## src/rtl/fetch_2_pkg.sv

```systemverilog
// Shared fetch-path types: fetch_1 request descriptor and the packet pushed to the
// instruction queue.
package fetch_2_pkg;

  typedef struct packed {
    logic        valid;
    logic [31:0] pc;
  } fetch_reg_1_t;

  typedef struct packed {
    logic [31:0] pc;
    logic [31:0] inst;
  } fetch_pkt_t;

endpackage

```

## src/rtl/fetch_2_if.sv

```systemverilog
// Signal bundle between fetch_1/imem/backend (master side) and fetch_2 (slave side).
interface fetch_2_if;

  logic                       branch_mispredict;
  fetch_2_pkg::fetch_reg_1_t  fetch_1_reg;
  logic [31:0]                imem_rdata;
  logic                       imem_resp;
  logic                       iq_full;
  logic                       iq_push;
  fetch_2_pkg::fetch_pkt_t    iq_pkt;
  logic                       imem_stall;

  modport slave (
    input  branch_mispredict, fetch_1_reg, imem_rdata, imem_resp, iq_full,
    output iq_push, iq_pkt, imem_stall
  );

  modport master (
    output branch_mispredict, fetch_1_reg, imem_rdata, imem_resp, iq_full,
    input  iq_push, iq_pkt, imem_stall
  );

endinterface

```

## src/rtl/fetch_pkt_fifo.sv

```systemverilog
// Small circular FIFO of fetch packets; DEPTH must be a power of two, at least 2.
module fetch_pkt_fifo
  import fetch_2_pkg::*;
#(
  parameter int unsigned DEPTH = 2
) (
  input  logic                     clk,
  input  logic                     rst,
  input  logic                     push,
  input  fetch_pkt_t               pkt_in,
  input  logic                     pop,
  input  logic                     flush,
  output fetch_pkt_t               pkt_out,
  output logic [$clog2(DEPTH):0]   count
);

  localparam int unsigned PW = $clog2(DEPTH);
  localparam int unsigned CW = PW + 1;

  fetch_pkt_t      mem_q [DEPTH];
  logic [PW-1:0]   head_q, tail_q;
  logic [CW-1:0]   count_q;

  always_ff @(posedge clk) begin
    if (rst || flush) begin
      head_q  <= '0;
      tail_q  <= '0;
      count_q <= '0;
    end else begin
      // Pointers wrap naturally because DEPTH is a power of two.
      if (push) tail_q <= tail_q + 1'b1;
      if (pop)  head_q <= head_q + 1'b1;
      count_q <= count_q + CW'(push) - CW'(pop);
    end
  end

  always_ff @(posedge clk) begin
    if (!rst && !flush && push) mem_q[tail_q] <= pkt_in;
  end

  assign pkt_out = mem_q[head_q];
  assign count   = count_q;

  a_no_overflow: assert property (@(posedge clk) disable iff (rst) count_q <= CW'(DEPTH));
  a_no_push_full: assert property (@(posedge clk) disable iff (rst || flush)
                                   !(push && !pop && count_q == CW'(DEPTH)));

endmodule

```

## src/rtl/fetch_2.sv

```systemverilog
// Second fetch stage: pairs imem responses with their PC, bypasses or buffers them into
// the instruction queue, stalls fetch_1 and drops wrong-path responses.
module fetch_2
  import fetch_2_pkg::*;
#(
  parameter int unsigned DEPTH = 2
) (
  input  logic     clk,
  input  logic     rst,
  fetch_2_if.slave bus
);

  localparam int unsigned CW = $clog2(DEPTH) + 1;

  logic [CW-1:0] count;
  fetch_pkt_t    new_pkt, fifo_out;
  logic          accept, bypass, pop, fifo_push;
  logic          waiting, afull, stall;
  logic          stale_q, stale_d, consumed_q, consumed_d;

  assign accept = bus.imem_resp & bus.fetch_1_reg.valid & ~stale_q & ~consumed_q &
                  ~bus.branch_mispredict;
  assign new_pkt = '{pc: bus.fetch_1_reg.pc, inst: bus.imem_rdata};

  assign bypass    = (count == '0) & ~bus.iq_full & accept;
  assign pop       = (count != '0) & ~bus.iq_full & ~bus.branch_mispredict;
  assign fifo_push = accept & ~bypass;

  // afull leaves one slot free for the response that may still be in flight.
  assign waiting = bus.fetch_1_reg.valid & ~consumed_q & ~bus.imem_resp;
  assign afull   = (count >= CW'(DEPTH - 1));
  assign stall   = waiting | afull | stale_q;

  assign bus.iq_push    = bypass | pop;
  assign bus.iq_pkt     = bypass ? new_pkt : (pop ? fifo_out : '0);
  assign bus.imem_stall = stall;

  always_comb begin
    stale_d    = stale_q;
    consumed_d = consumed_q;
    if (bus.branch_mispredict) begin
      // A single stale bit: at most one wrong-path response is ever outstanding.
      stale_d    = (stale_q & ~bus.imem_resp) | waiting;
      consumed_d = 1'b0;
    end else begin
      if (bus.imem_resp) stale_d = 1'b0;
      if (accept && stall) begin
        consumed_d = 1'b1;
      end else if (!stall) begin
        consumed_d = 1'b0;
      end
    end
  end

  always_ff @(posedge clk) begin
    if (rst) begin
      stale_q    <= 1'b0;
      consumed_q <= 1'b0;
    end else begin
      stale_q    <= stale_d;
      consumed_q <= consumed_d;
    end
  end

  fetch_pkt_fifo #(
    .DEPTH (DEPTH)
  ) u_fifo (
    .clk     (clk),
    .rst     (rst),
    .push    (fifo_push),
    .pkt_in  (new_pkt),
    .pop     (pop),
    .flush   (bus.branch_mispredict),
    .pkt_out (fifo_out),
    .count   (count)
  );

endmodule

```

## src/flat_wrapper.sv

```systemverilog
// flat-port wrapper written by rule: the top's interface ports become plain ports
module fetch_2_flat import fetch_2_pkg::*;
#(
  parameter int unsigned DEPTH = 2
)
  (clk, rst, bus_branch_mispredict, bus_fetch_1_reg, bus_imem_rdata, bus_imem_resp, bus_iq_full, bus_iq_push, bus_iq_pkt, bus_imem_stall);
  fetch_2_if bus_i ();
  input  logic clk;
  input  logic rst;
  input wire logic [$bits(bus_i.branch_mispredict)-1:0] bus_branch_mispredict;
  input wire logic [$bits(bus_i.fetch_1_reg)-1:0] bus_fetch_1_reg;
  input wire logic [$bits(bus_i.imem_rdata)-1:0] bus_imem_rdata;
  input wire logic [$bits(bus_i.imem_resp)-1:0] bus_imem_resp;
  input wire logic [$bits(bus_i.iq_full)-1:0] bus_iq_full;
  output wire logic [$bits(bus_i.iq_push)-1:0] bus_iq_push;
  output wire logic [$bits(bus_i.iq_pkt)-1:0] bus_iq_pkt;
  output wire logic [$bits(bus_i.imem_stall)-1:0] bus_imem_stall;
  assign bus_i.branch_mispredict = bus_branch_mispredict;
  assign bus_i.fetch_1_reg = bus_fetch_1_reg;
  assign bus_i.imem_rdata = bus_imem_rdata;
  assign bus_i.imem_resp = bus_imem_resp;
  assign bus_i.iq_full = bus_iq_full;
  assign bus_iq_push = bus_i.iq_push;
  assign bus_iq_pkt = bus_i.iq_pkt;
  assign bus_imem_stall = bus_i.imem_stall;
  fetch_2 #(.DEPTH(DEPTH)) u_core (.clk(clk), .rst(rst), .bus(bus_i));
endmodule
```

## config.mk

```make
export PLATFORM = sky130hd
export DESIGN_NAME = fetch_2_flat
export DESIGN_NICKNAME = d
export VERILOG_FILES = /design/src/rtl/fetch_2_pkg.sv /design/src/rtl/fetch_2_if.sv /design/src/rtl/fetch_pkt_fifo.sv /design/src/rtl/fetch_2.sv /design/src/flat_wrapper.sv
export SDC_FILE = /design/constraint.sdc
export NUM_CORES = 1
export LEC_CHECK = 0
export CAP_MARGIN = 40
export CORE_MARGIN = 2
export CORE_UTILIZATION = 40
export CTS_CLUSTER_DIAMETER = 80
export CTS_CLUSTER_SIZE = 10
export DETAILED_ROUTE_END_ITERATION = 16
export PLACE_DENSITY_LB_ADDON = 0.15
export SLEW_MARGIN = 20
export SYNTH_ARGS = -nofsm -noshare
export SYNTH_HDL_FRONTEND = slang
export SYNTH_HIERARCHICAL = 1
export SYNTH_SLANG_ARGS = --single-unit
```

## constraint.sdc

```tcl
create_clock -name clk -period 12.25 [get_ports clk]
set_clock_uncertainty 0.15 [all_clocks]
set_input_delay 1.8375 -clock clk [delete_from_list [all_inputs] [get_ports clk]]
set_output_delay 1.8375 -clock clk [all_outputs]
set_load 0.01 [all_outputs]
```

==> results.py <==
metrics = {
    "clock_tree": {
        "h-tree-depth": 4,
        "cts_root_buffer": "clkbuf_16",
        "clk_latency_ps": 410,
        "numClockSinks": 135,
        "cts_made_buffers": 17,
        "clk_path_buf_depth": 2,
        "cts.clk_slew.worst_paths_ps": 60,
        "cts_resized": 0,
        "postCtsHoldBufs": 0,
        "cts_tree": "yes",
        "cts_setup_buffers": 0,
    },
    "yosys": {
        "synth.distinct_cells": 26,
        "muxShareOfSynthArea_pct": 15.9,
        "syn_nets": 386,
        "syn_area_per_cell_um2": 18.9,
        "synth_top_family_by_area": "multiplexers",
        "synth_area_mm2": 0.00594,
        "synth_fa_ha_area_share_pct": 0.421,
        "syn-instance-count": 314,
        "yosys.area_share.simple_pct": 1.90,
        "ys_ff_latch": 135,
        "synth-compound-area-share_pct": 9.84,
        "ys_seq_area_share_pct": 67.1,
        "ys_warn_count": 6,
        "synthXorXnorAreaFrac_pct": 0.674,
    },
    "detailed_routing": {
        "wirelength_um": 12200,
        "via_per_inst": 5.17,
        "wl_per_cell_um": 18.7,
        "firstDrtPassIters": 5,
        "drc": 0,
        "antenna_left": 0,
        "drtIter0Drc": 147,
        "vias": 3358,
    },
    "power": {
        "power_density_mw_per_mm2": 131,
        "pwr-share-clk_pct": 46.0,
        "switching_share_pct": 19.4,
        "p_switching_uw": 201,
        "max-vdd-ir-drop_v": 0.0000737,
        "cellLeakagePower_nw": 2.76,
        "combPwrFrac_pct": 5.2,
        "finalPower_mw": 1.04,
        "power_frac_seq_pct": 48.8,
        "p_int_uw": 838,
    },
    "timing": {
        "fin_crit_ps": 6520,
        "max_freq_mhz": 153,
        "rsz0062_at_grt": "false",
        "finalSetupViolations": 0,
        "fin_crit_sh_pct": 53.2,
        "maxSlewViolCount": 0,
        "finalSetupTns_ps": 0,
        "worstMarginPinSlew_ps": 800,
        "slew_headroom_pct": 46.7,
        "final_hold_viol_count": 0,
    },
    "setup_path": {
        "crit_path_start_kind": "primary input",
        "critPathArrivalTime_ps": 4530,
        "rrSetupSlack_ps": 9460,
        "crit_cells": 5,
        "cp_common_cell": "clkdlybuf4s50_1",
        "crit_family": "buffers and inverters",
        "slowest_stage": "nor3_4",
        "ff2ff_path_depth": 5,
        "critPathMaxStageDelay_ps": 760,
        "critical_path.max_fanout": 29,
        "required_ps": 10260,
        "worstPathCellList": "clkdlybuf4s50_1, nor3_4, buf_4, a22o_1, clkdlybuf4s50_1",
        "end_kind": "primary output",
        "path_class": "in2out",
        "path_buf_inv": 3,
    },
    "global_routing": {
        "grt_max_degree": 66,
        "grt_pass1_vias": 3682,
        "antenna_found_initial": 0,
        "grt_usage_pct": 16.0,
        "grt_pass1_wl_um": 19400,
        "grt_overflow": 0,
    },
    "finish": {
        "layout-drive-gt1-share_pct": 22.7,
        "synthToLayoutAreaGrowth_pct": 33.3,
        "n_antenna_cell": 0,
        "fin_cells": 650,
        "final_common_cell": "clkdlybuf4s50_1",
        "fill_cells": 1230,
        "layout_common_cells": "clkdlybuf4s50_1 (135), edfxtp_1 (128), a22o_1 (64), mux2_4 (60), clkbuf_16 (17)",
        "nets": 525,
        "design_area_mm2": 0.00792,
        "fin_util_pct": 54.5,
    },
    "status": {
        "status": "completed",
    },
    "placement": {
        "gp_congestion": 0.720,
        "placedCellCount": 618,
        "port_buffers": 135,
        "hpwl_um": 7400,
        "place_area_mm2": 0.00735,
    },
    "die": {
        "initial_core_util_pct": 40.9,
        "fp-row-count": 44,
        "dieArea_mm2": 0.0158,
        "die-height_um": 126,
        "die_w_um": 126,
        "core_mm2": 0.0145,
        "num_io_pins": 136,
    },
    "flow_run": {
        "maxCapViolCount": 0,
    },
    "min_path": {
        "hold_path_depth": 2,
        "worstHoldPathType": "reg2reg",
    },
}
==> routing by layer <==
layer	vias to the layer above	global-route usage (%)	routed length [µm]	part of all wire, %
met4	0	6.21	174	1.4
li1	1562	-	-	-
met3	14	5.69	773	6.3
met2	113	25.9	5990	49
met1	1669	19.8	5250	43
met5	-	0	0	0
==> synth_stat cells <==
library cell,number,area (µm²)
mux2_4,60,901
and2_1,1,6.26
ha_1,2,25.0
nor3_1,6,30.0
clkbuf_1,2,7.51
buf_6,7,78.8
or2_2,1,6.26
and4bb_1,1,12.5
buf_2,6,30.0
inv_1,3,11.3
and3_4,1,11.3
edfxtp_1,128,3840
nor3b_1,1,7.51
mux2_2,4,45.0
nor2_1,5,18.8
or4_1,1,7.51
nor4_1,1,6.26
xnor2_1,2,17.5
a22o_1,64,561
o211a_1,1,10.0
dfxtp_1,7,140
a31oi_1,1,6.26
o31ai_1,1,7.51
buf_12,6,120
and3_1,1,6.26
xnor3_1,1,22.5
==> registers in the layout, summed over array words and instances, names as in the netlist, named ones only <==
| signal | count |
|---|---|
| u_core/consumed_q | 1 |
| u_core/u_fifo/tail_q | 1 |
| u_core/u_fifo/head_q | 1 |
| u_core/stale_q | 1 |
| u_core/u_fifo/count | 2 |
| u_core/u_fifo/mem_q | 128 |
==> cells by family (layout without fill, tap and decap cells) <==
| group | after synthesis | count (layout) |
|---|---|---|
| xor gates and xnor gates | 3 | 3 |
| adders and majority gates | 2 | 2 |
| DFF | 135 | 135 |
| muxes | 64 | 64 |
| buffers and inverters | 24 | 176 |
| and+or+nand+nor | 19 | 19 |
| AOI/OAI and AO/OA | 67 | 67 |
==> worst paths after layout <==
kind,startpoint,to
setup reg to reg,u_core/consumed_q$_SDFFE_PP0P_,u_core/u_fifo/mem_q[1][61]$_DFFE_PP_
setup / recovery,bus_branch_mispredict,bus_iq_pkt[57]
hold reg to reg,u_core/stale_q$_SDFFE_PP0P_,u_core/stale_q$_SDFFE_PP0P_
hold / removal,u_core/stale_q$_SDFFE_PP0P_,u_core/stale_q$_SDFFE_PP0P_
==> final cells by class <==
type,count,area (µm²),share of cell area (%)
Clock buffer,23,488,6.17
Clock inverter,9,75.1,0.948
Inverter,3,11.3,0.142
Multi-Input combinational cell,155,1730,21.8
Sequential cell,135,3990,50.4
Tap cell,184,230,2.91
Timing Repair Buffer,141,1400,17.6
==> power by group through the flow <==
| stage | clock network [mW] | logic [mW] | registers, mW |
|---|---|---|---|
| after CTS | 0.488 | 0.0551 | 0.507 |
| after global placement | 0 | 0.0532 | 0.517 |
| final | 0.478 | 0.0543 | 0.507 |
| after detailed placement | 0 | 0.0547 | 0.517 |
| after floorplan | 0 | 0.0146 | 0.517 |
| after global routing | 0.510 | 0.0584 | 0.507 |
==> stage by stage <==
step                      hold WS (ps)  worst slack [ps]
after global routing               440              5620
after global placement             371              5460
final                              401              5730
after detailed placement           387              5710
after floorplan                    342              2940
after CTS                          400              5700
==> worst min-delay path, cell delays in order (launching register included) <==
cell     delay (ps)
dfxtp_1         350
a31oi_1          50
nor3_1          110
Note: power is estimated with default switching activity, not from simulation.
==> variant: new RTL, same settings <==
Make the reset (`rst`) asynchronous in one clocked block.
--- a/src/rtl/fetch_2.sv
+++ b/src/rtl/fetch_2.sv
@@ -52,7 +52,7 @@
     end
   end
 
-  always_ff @(posedge clk) begin
+  always_ff @(posedge clk or posedge rst) begin
     if (rst) begin
       stale_q    <= 1'b0;
       consumed_q <= 1'b0;
Function: differs if rst is asserted again (counterexample within 4 cycles, from zero or initial values and one cycle with rst high); with rst held inactive, the same outputs for 4 cycles.
==> variant against the unedited design <==
Sequential cell count unchanged; die area is 0.12% higher; hold slack gained 4.4 ps; wire length fell by 3.6%; synthesized area increased by 0.13%; worst setup slack better by 210 ps; design area rose by 1.8%; clock power grew 15%; power grew 7.1%; sequential power hardly changed.
==> variant: results (changes against the unedited design) <==
Critical path
  – Setup slack on the worst flop-to-flop path: 9770 ps (+310 ps)
  – Capture point of the worst reg-to-reg path: u_core/u_fifo/mem_q[0][24]
  – Cell with the biggest individual delay on the critical path: sky130_fd_sc_hd__buf_4
  – CP max FO: 65 (+120%)
  – Worst path arrival time: 4330 ps (-200 ps)
  – First element of the critical path: bus_fetch_1_reg[32]
  – Peak per-stage delay on the critical path: 630 ps (-130 ps)

Layout
  – Fraction of layout cells with a size suffix above 1: 23.3% (+0.54 points)
  – Final Net Count: 527 (+0.38%)
  – Filler cells: 1200 (-2.4%)

Synth
  – Yosys cell types: 29 (+12%)
  – Sequential element share of the synthesized area: 67.2% (+0.084 points)
  – Proportion of synthesized flip-flops having asynchronous set or reset: 1.48% (+1.5 points)
  – Cell types with the highest counts after synthesis: sky130_fd_sc_hd__edfxtp_1, sky130_fd_sc_hd__a22o_1, sky130_fd_sc_hd__mux2_4
  – Largest cells by area after synthesis: sky130_fd_sc_hd__edfxtp_1, sky130_fd_sc_hd__mux2_4, sky130_fd_sc_hd__a22o_1
  – Post-Syn Nets: 387 (+0.26%)

Hold path
  – Startpoint of the worst hold path: u_core/u_fifo/head_q

Pwr
  – Cell leakage power: 2.79 nW (+1.0%)

Global routing
  – Wire length of the first global-routing pass: 18.2 mm (-6.2%)
  – Overall fraction of global-route tracks in use: 14.9% (-1.1 points)
  – Largest net degree at the start of global routing: 68 (+3.0%)

Run status
  – Outcome: completed

Place
  – Setup slack after placement: 5940 ps (+231 ps)
  – Total half-perimeter wirelength after legalization and detailed placement: 7.03 mm (-5.1%)

STA
  – Slew at the pin closest to its max-slew limit: 785 ps (-15.0 ps)

Route
  – TritonRoute pass-1 iters: 4 (-1)
  – Total wire length: 11.7 mm (-3.6%)
variant: cell types whose count changed after synthesis, sizes merged, moves of 2 or more:
cell	change
dfrtp	+2
dfxtp	-2
nor2	-3
nor3	+3
variant: power breakdown:
group | switching (mW) | internal, mW | leakage, nW | total, mW
Sequential | 0.000821 | 0.507 | 1.22 | 0.507
Clock | 0.179 | 0.372 | 0.308 | 0.551
Combinational | 0.0212 | 0.0335 | 1.26 | 0.0547
Total | 0.201 | 0.912 | 2.79 | 1.11
variant: worst max-delay path, delay by kind of cell:
family / cells / cell delay, ps
buffers and inverters: 3 / 1750
AOI/OAI and AO/OA: 1 / 290
and+or+nand+nor: 2 / 410
variant: layout make-up:
type	count	area [um^2]	share of cell area, %
clock buffer	20	457	5.67
clock inverter	12	199	2.47
inverter	4	15.0	0.186
multi-input combinational	155	1740	21.6
sequential	135	4000	49.6
tap	184	230	2.86
timing repair buffer	142	1420	17.6
variant: logic make-up after synthesis:
kind of cell / Yosys count / synth area share, %
AOI/OAI and AO/OA: 67 / 9.70
xor gates and xnor gates: 3 / 0.673
adders and majority gates: 2 / 0.421
buffers and inverters: 25 / 3.89
DFF: 135 / 67.2
muxes: 64 / 15.9
and+or+nand+nor: 19 / 2.25
variant: worst max-delay path by stage:
stage | to | slack (ps) | cells past startpoint
6_report | bus_iq_pkt[9] | 5940 | 6
5_1_grt | bus_iq_pkt[22] | 5810 | 6
4_1_cts | bus_iq_pkt[9] | 5920 | 6
3_5_place_dp | bus_iq_pkt[9] | 5940 | 6
3_3_place_gp | bus_iq_pkt[9] | 5970 | 6
2_1_floorplan | u_core/u_fifo/mem_q[0][0] | 2960 | 4
variant: metal layers:
metal / share of wire (%) / GRT usage, %
met5: 0 / 0
met4: 0.39 / 4.27
met3: 5.8 / 4.38
met2: 47 / 22.5
met1: 47 / 21.0
variant: metrics by stage:
step                      cells  cell area, um^2  hold slack, ps  power, mW
after CTS                   651             8040             399       1.12
after detailed placement    619             7380             383      0.572
after global routing        652             8060             450       1.15
after floorplan             315             5950             368      0.532
final                       652             8060             405       1.11
after global placement      619             7380             379      0.570
